===== src/rtl/fetch_queue.sv =====
// fetch_queue: multi-lane instruction fetch buffer between instruction memory
// and decode. Up to WIDTH {instr, pc} pairs are accepted per cycle into a
// DEPTH-entry circular buffer. The WIDTH oldest entries are presented
// first-word-fall-through to decode.
//
// Handshake: fq_o_ready depends only on the registered occupancy. When it is
// high, a push of the leading valid lanes is accepted at the clock edge. Decode
// consumes 0..WIDTH head entries per cycle via fq_i_pop_cnt. An output lane is
// meaningful only while its fq_o_valid bit is set. A push while not ready, or a
// pop of more entries than are held, latches the sticky fq_o_ovf flag. That flag
// clears only on reset. Flush empties the queue. Any push or pop issued in the
// same cycle as a flush is discarded and does not set fq_o_ovf.
module fetch_queue #(
  parameter int IWIDTH   = 32,
  parameter int PC_WIDTH = 32,
  parameter int WIDTH    = 2,
  parameter int DEPTH    = 8
) (
  input  logic                          fq_clk,
  input  logic                          fq_rst,
  input  logic [WIDTH-1:0]              fq_i_valid,
  input  logic [WIDTH*IWIDTH-1:0]       fq_i_instr,
  input  logic [WIDTH*PC_WIDTH-1:0]     fq_i_pc,
  output logic                          fq_o_ready,
  input  logic [$clog2(WIDTH+1)-1:0]    fq_i_pop_cnt,
  input  logic                          fq_i_flush,
  output logic [WIDTH-1:0]              fq_o_valid,
  output logic [WIDTH*IWIDTH-1:0]       fq_o_instr,
  output logic [WIDTH*PC_WIDTH-1:0]     fq_o_pc,
  output logic [$clog2(DEPTH+1)-1:0]    fq_o_count,
  output logic                          fq_o_ovf
);

  localparam int PW = $clog2(DEPTH);
  localparam int CW = $clog2(DEPTH+1);
  localparam int QW = $clog2(WIDTH+1);

  logic [IWIDTH-1:0]   instr_mem [DEPTH];
  logic [PC_WIDTH-1:0] pc_mem    [DEPTH];

  logic [PW-1:0] head;
  logic [PW-1:0] tail;
  logic [CW-1:0] count;
  logic          ovf;

  logic [QW-1:0] push_cnt;
  logic [QW-1:0] push_eff;
  logic          do_push;
  logic          push_ovf;
  logic [CW-1:0] pop_req;
  logic [CW-1:0] pop_q;
  logic          pop_ovf;
  logic          run;

  // Push count is the run of consecutive valid lanes starting at lane 0.
  // Lanes after the first gap are ignored.
  always_comb begin
    push_cnt = '0;
    run      = 1'b1;
    for (int k = 0; k < WIDTH; k++) begin
      if (run && fq_i_valid[k]) begin
        push_cnt = push_cnt + QW'(1);
      end else begin
        run = 1'b0;
      end
    end
  end

  // Ready comes from registered occupancy only, so there is no path from
  // pop_cnt or flush to it.
  assign fq_o_ready = (count <= CW'(DEPTH - WIDTH));

  // Resolve the push and pop actually performed this cycle, and any overflow.
  always_comb begin
    do_push  = fq_o_ready && (push_cnt != '0);
    push_ovf = !fq_o_ready && (push_cnt != '0);
    push_eff = do_push ? push_cnt : '0;
    pop_req  = CW'(fq_i_pop_cnt);
    pop_ovf  = (pop_req > count);
    pop_q    = pop_ovf ? count : pop_req;
  end

  // Pointer, occupancy and sticky overflow state.
  always_ff @(posedge fq_clk) begin
    if (fq_rst) begin
      head  <= '0;
      tail  <= '0;
      count <= '0;
      ovf   <= 1'b0;
    end else if (fq_i_flush) begin
      head  <= '0;
      tail  <= '0;
      count <= '0;
    end else begin
      head  <= head + PW'(pop_q);
      tail  <= tail + PW'(push_eff);
      count <= count + CW'(push_eff) - pop_q;
      ovf   <= ovf | push_ovf | pop_ovf;
    end
  end

  // Storage write. Contents need no reset because validity is tracked by count.
  always_ff @(posedge fq_clk) begin
    for (int k = 0; k < WIDTH; k++) begin
      if (!fq_rst && !fq_i_flush && do_push && (k < int'(push_cnt))) begin
        instr_mem[tail + PW'(k)] <= fq_i_instr[k*IWIDTH +: IWIDTH];
        pc_mem[tail + PW'(k)]    <= fq_i_pc[k*PC_WIDTH +: PC_WIDTH];
      end
    end
  end

  // Fall-through read: lane k shows the entry k places behind head.
  always_comb begin
    fq_o_valid = '0;
    fq_o_instr = '0;
    fq_o_pc    = '0;
    for (int k = 0; k < WIDTH; k++) begin
      fq_o_valid[k]                     = (count > CW'(k));
      fq_o_instr[k*IWIDTH +: IWIDTH]    = instr_mem[head + PW'(k)];
      fq_o_pc[k*PC_WIDTH +: PC_WIDTH]   = pc_mem[head + PW'(k)];
    end
  end

  assign fq_o_count = count;
  assign fq_o_ovf   = ovf;

endmodule


===== config.mk =====
export PLATFORM = sky130hd
export DESIGN_NAME = fetch_queue
export DESIGN_NICKNAME = d
export VERILOG_FILES = /design/src/rtl/fetch_queue.sv
export SDC_FILE = /design/constraint.sdc
export NUM_CORES = 1
export LEC_CHECK = 0
export BUFFER_PORTS_ARGS = -buffer_cell sky130_fd_sc_hd__buf_2
export CAP_MARGIN = 20
export CORE_UTILIZATION = 61
export DETAILED_ROUTE_END_ITERATION = 12
export PLACE_DENSITY = 0.81
export SYNTH_ARGS = -nofsm -noshare
export SYNTH_HDL_FRONTEND = slang
export SYNTH_SLANG_ARGS = --single-unit

===== constraint.sdc =====
create_clock -name fq_clk -period 7.2 [get_ports fq_clk]
set_clock_uncertainty 0.1 [all_clocks]
set_input_delay 0.72 -clock fq_clk [delete_from_list [all_inputs] [get_ports fq_clk]]
set_output_delay 0.72 -clock fq_clk [all_outputs]
set_load 0.03 [all_outputs]

# Yosys cells after proc, flatten, opt, wreduce, memory -nomap -nowiden
# Memory sizes are Yosys's and may differ from the RTL's. A register that Yosys moved wholly into a read port is not among the register bits.
# Index checks and enable logic that the tools add are counted.
[op_classes]
n_addsub = 7
bitwise_logic = 2
order_cmp = 6
n_mux = 11
reduce_logical = 12
[ops]
columns = ["op", "count"]
rows = [
  ["greater-than comparator 4 x 1 -> 1 bit (second input constant)", 2],
  ["logical AND 1 bit", 7],
  ["adder 3 x 1 -> 3 bit (second input constant)", 2],
  ["two-way mux 1 bit", 6],
  ["two-way mux 3 bit", 2],
  ["adder 4 x 2 -> 4 bit", 1],
  ["greater-than comparator 2 x 4 -> 1 bit", 1],
  ["<= comparator 4 x 3 -> 1 bit (second input constant)", 1],
  ["less-than comparator 1 x 2 -> 1 bit (first input constant)", 2],
  ["two-way mux 2 bit", 2],
  ["two-way mux 4 bit", 1],
  ["subtractor 4 bit", 1],
  ["adder 3 x 2 -> 3 bit", 1],
  ["adder 3 bit", 1],
  ["logical NOT 1 bit", 3],
  ["adder 1 x 1 -> 2 bit (second input constant)", 1],
  ["bitwise OR 1 bit", 2],
  ["nonzero test 2 bit", 1],
  ["OR reduction 2 bit", 1],
]
[totals]
in_bits = 135
n_memories = 2
ram_bits = 512
regBits = 11
[mem_list]
columns = ["name", "depth", "width", "read_ports", "rd_ports_with_merged_regs", "write_ports", "line_no", "text"]
rows = [
  ["instr_mem", 8, 32, 2, 1, 2, "38", "logic [IWIDTH-1:0] instr_mem [DEPTH];"],
  ["pc_mem", 8, 32, 2, 1, 2, "39", "logic [PC_WIDTH-1:0] pc_mem [DEPTH];"],
]

# Longest topological paths before layout
[depth]
depth_word = 9
mapped_depth = 13

# Worst setup path after synthesis
# Ideal clock, no wire load.
[synth_timing]
path_kind = "flip-flop to flip-flop"
start = "register count[3], in the netlist fq_o_count[3]"
end = "memory instr_mem[0][0] (enable)"
period_less_slack_ps = 7039
t_arrival_ps = 6365
slack_ps = 161
t_required_ps = 6526
setup_ps = 574
path_stages_with_launch = 7
n_path_buf = 0
path_cell_list = "dfxtp_1 > inv_1 > ha_1 > and3_1 > nor2_1 > nand4b_1 > o21ai_0"
[synth_rtl]
columns = ["item", "line_no", "text"]
rows = [
  ["start, declared", "43", "logic [CW-1:0] count;"],
  ["start signal, assigned", "97", "count <= count + CW'(push_eff) - pop_q;"],
  ["end, declared", "38", ""],
]

==> flow_summary.yaml <==
run_status:
  run_status: "finished clean"
global_route:
  grt_pass1_vias: 18500
  largest_net_degree_at_the_start_of_global_routing: 67
  global_route.peak_usage_layer: "met2"
  globalRouteTotalUtil: 0.311
  grtUsageMet3: 0.0728
  groute.layer.met1.usage: 0.419
  grt-ovfl-total: 0
  grt_pass1_wl_um: 115000
  gr-usage-met2: 0.501
  antenna_found_initial: 22
clocking:
  clk_path_buf_depth: 3
  ctsRootBufferMaster: "clkbuf_16"
  cts_tree: "done"
  cts_htree_levels: 2
  cts_buf_count: 55
  cts.clk_slew.worst_paths_ns: 0.06
  cts_resized: 0
  cts.hold.buffers_added: 0
  post_cts_buffers: 0
  clkSinkCount: 523
  clock_latency_ns: 0.61
sta:
  report.final.hold_viol_count: 0
  timing.final.setup_violations: 0
  post-route-period-util: 0.704
  worstMarginPinSlew_ns: 1.15
  final.hold.worst_slack_ns: 0.296
  final.setup.worst_slack_ns: 2.13
  tns_ns: 0
  crit_path_time_final_ns: 5.07
  final-max-slew-violation-count: 0
  rsz_0062_raised_after_global_routing: "false"
  fmaxAchievable_mhz: 197
  timing.slew.headroom: 0.234
routing:
  drtPass1Iterations: 7
  route.detailed.wl_per_inst_um: 29.9
  drt.antenna.violating_nets: 0
  route.final.wire_length_um: 77900
  first_iter_violations: 1651
  vias: 17900
  vias_per_cell: 6.86
  drc: 0
synth:
  synth.area.top_cells: "edfxtp_1 (51%), mux4_2 (19%), mux2_2 (18%)"
  ys_seq_area_frac: 0.518
  postSynth.topFlopCell: "edfxtp_1"
  syn-num-nets: 1804
  syn_area_per_cell_um2: 18.2
  netlist_instances: 1651
  ys_types: 39
  synth.cells.most_frequent: "edfxtp_1 (512), mux2_2 (489), mux4_2 (256)"
  yosys_warnings: 0
  yosys.cell_count.top_type: "edfxtp_1"
  netlist.area_leader.share: 0.511
  netlist_area_um2: 30100
  synth.ff_latch_count: 523
  largest_area_contributor_in_the_netlist: "edfxtp_1"
  number_of_enable_type_register_cells_in_the_synthesized_netlist: 512
  ys_async_sr_fraction: 0
pwr:
  powerDensity_nw_per_um2: 282
  power.leakage_nw: 11.0
  report.power.total_mw: 9.56
  ir_drop_v: 0.000286
place:
  dp_cells: 2490
  placed_area_um2: 32000
  dpl_worst_slack_ns: 2.70
  post-dp-hpwl_um: 44200
  port_buffers: 270
  gpl.final_weighted_congestion: 0.834
cells_and_area:
  area_growth_syn_to_layout_pct: 12.5
  num-nets-final: 2037
  final.fill_count: 3203
  finish.instance_area_um2: 33900
  post_route_cells_drive_above_1_share: 0.598
  seq_cell_area_um2: 15600
  finalCoreUtilization: 0.693
  area_taken_by_multi_input_logic_gates_um2: 13900
  stdcell_count: 2604
worst_setup_path:
  timing.critical_path.from_type: "register"
  path_class: "reg2out"
  cp.arrival_ns: 4.25
  cp.required_ns: 6.38
  critical_path.endpoint_type: "primary output"
  worst_r2r_path_depth: 7
  critical_path.max_fanout: 66
  r2r_slack_ns: 2.80
die:
  dieHeight_um: 224
  floorplan_row_count: 81
  placeable_area_um2: 48800
  ios: 271
  dieWidth_um: 224
  floorplan.initialDensity: 0.616
  fp.dieArea_um2: 50200
hold_path:
  hold-path-cell-count: 2
  min_path_type: "in2reg"
flow_run:
  timing.max_cap.violations: 0
## per-layer routing
metal / vias to the layer above / share of wire
li1: 7412 / -
met1: 9392 / 0.39
met2: 880 / 0.49
met3: 160 / 0.094
met4: 24 / 0.029
met5: - / 0.0019
## report_power, final
| group | leakage (nW) | internal, mW | switching, mW |
|---|---|---|---|
| Sequential | 4.71 | 3.41 | 0.0945 |
| Clock | 0.886 | 1.68 | 1.20 |
| Combinational | 5.37 | 1.38 | 1.78 |
## flip-flops by register name, summed over array words and instances, names as in the netlist
| name | cells |
|---|---|
| fq_o_ovf | 1 |
| fq_o_count | 4 |
| head | 3 |
| tail | 3 |
| instr_mem | 256 |
| pc_mem | 256 |
## cell type report
type,instances,area share
clock inverters,30,0.00931
diodes,10,0.000739
well taps,664,0.0245
repair buffers,304,0.0489
inverters,12,0.00133
flip-flops and latches,523,0.461
multi-input cells,988,0.410
clock buffers,73,0.0445
## worst paths after layout
check | start | end
max reg2reg | tail[0]$_SDFF_PP0_ | instr_mem[2][27]$_DFFE_PP_
max | head[0]$_SDFF_PP0_ | fq_o_pc[0]
min | fq_rst | fq_o_ovf$_SDFFE_PP0N_
min reg2reg | fq_o_ovf$_SDFFE_PP0N_ | fq_o_ovf$_SDFFE_PP0N_
## critical path, stage by stage, from the launching register on
cell     delay [ns]
dfxtp_4        0.68
buf_4          0.79
buf_4          0.93
mux4_2         0.62
mux2_2         0.32
buf_2          0.19
## logic make-up after synthesis
kind of cell / after synthesis / synth area share
mux: 897 / 0.431
xor+xnor: 9 / 0.00262
simple gates: 45 / 0.00977
compound gates: 19 / 0.00432
fa+ha+maj: 18 / 0.00823
buf+inv: 140 / 0.0253
flops: 523 / 0.518
## layout by cell type (no fill, tap or decap), types with 2 or more instances in the layout
| cell | count |
|---|---|
| a21o_1 | 2 |
| a21oi_1 | 4 |
| and2_1 | 4 |
| and3_4 | 2 |
| buf_12 | 4 |
| buf_2 | 270 |
| buf_4 | 30 |
| bufinv_16 | 6 |
| clkbuf_1 | 13 |
| clkbuf_16 | 56 |
| clkbuf_8 | 4 |
| clkinv_1 | 10 |
| clkinv_2 | 8 |
| clkinvlp_4 | 2 |
| dfxtp_1 | 8 |
| dfxtp_4 | 3 |
| diode_2 | 10 |
| edfxtp_1 | 512 |
| fa_1 | 3 |
| ha_1 | 14 |
| inv_1 | 12 |
| inv_6 | 2 |
| mux2_1 | 152 |
| mux2_2 | 489 |
| mux4_2 | 256 |
| nand2_1 | 8 |
| nand4_1 | 2 |
| nor2_1 | 12 |
| nor4_4 | 3 |
| o21bai_4 | 6 |
| or2_2 | 4 |
| xnor2_1 | 4 |
| xor2_1 | 4 |
(Power assumes the default switching activity.)
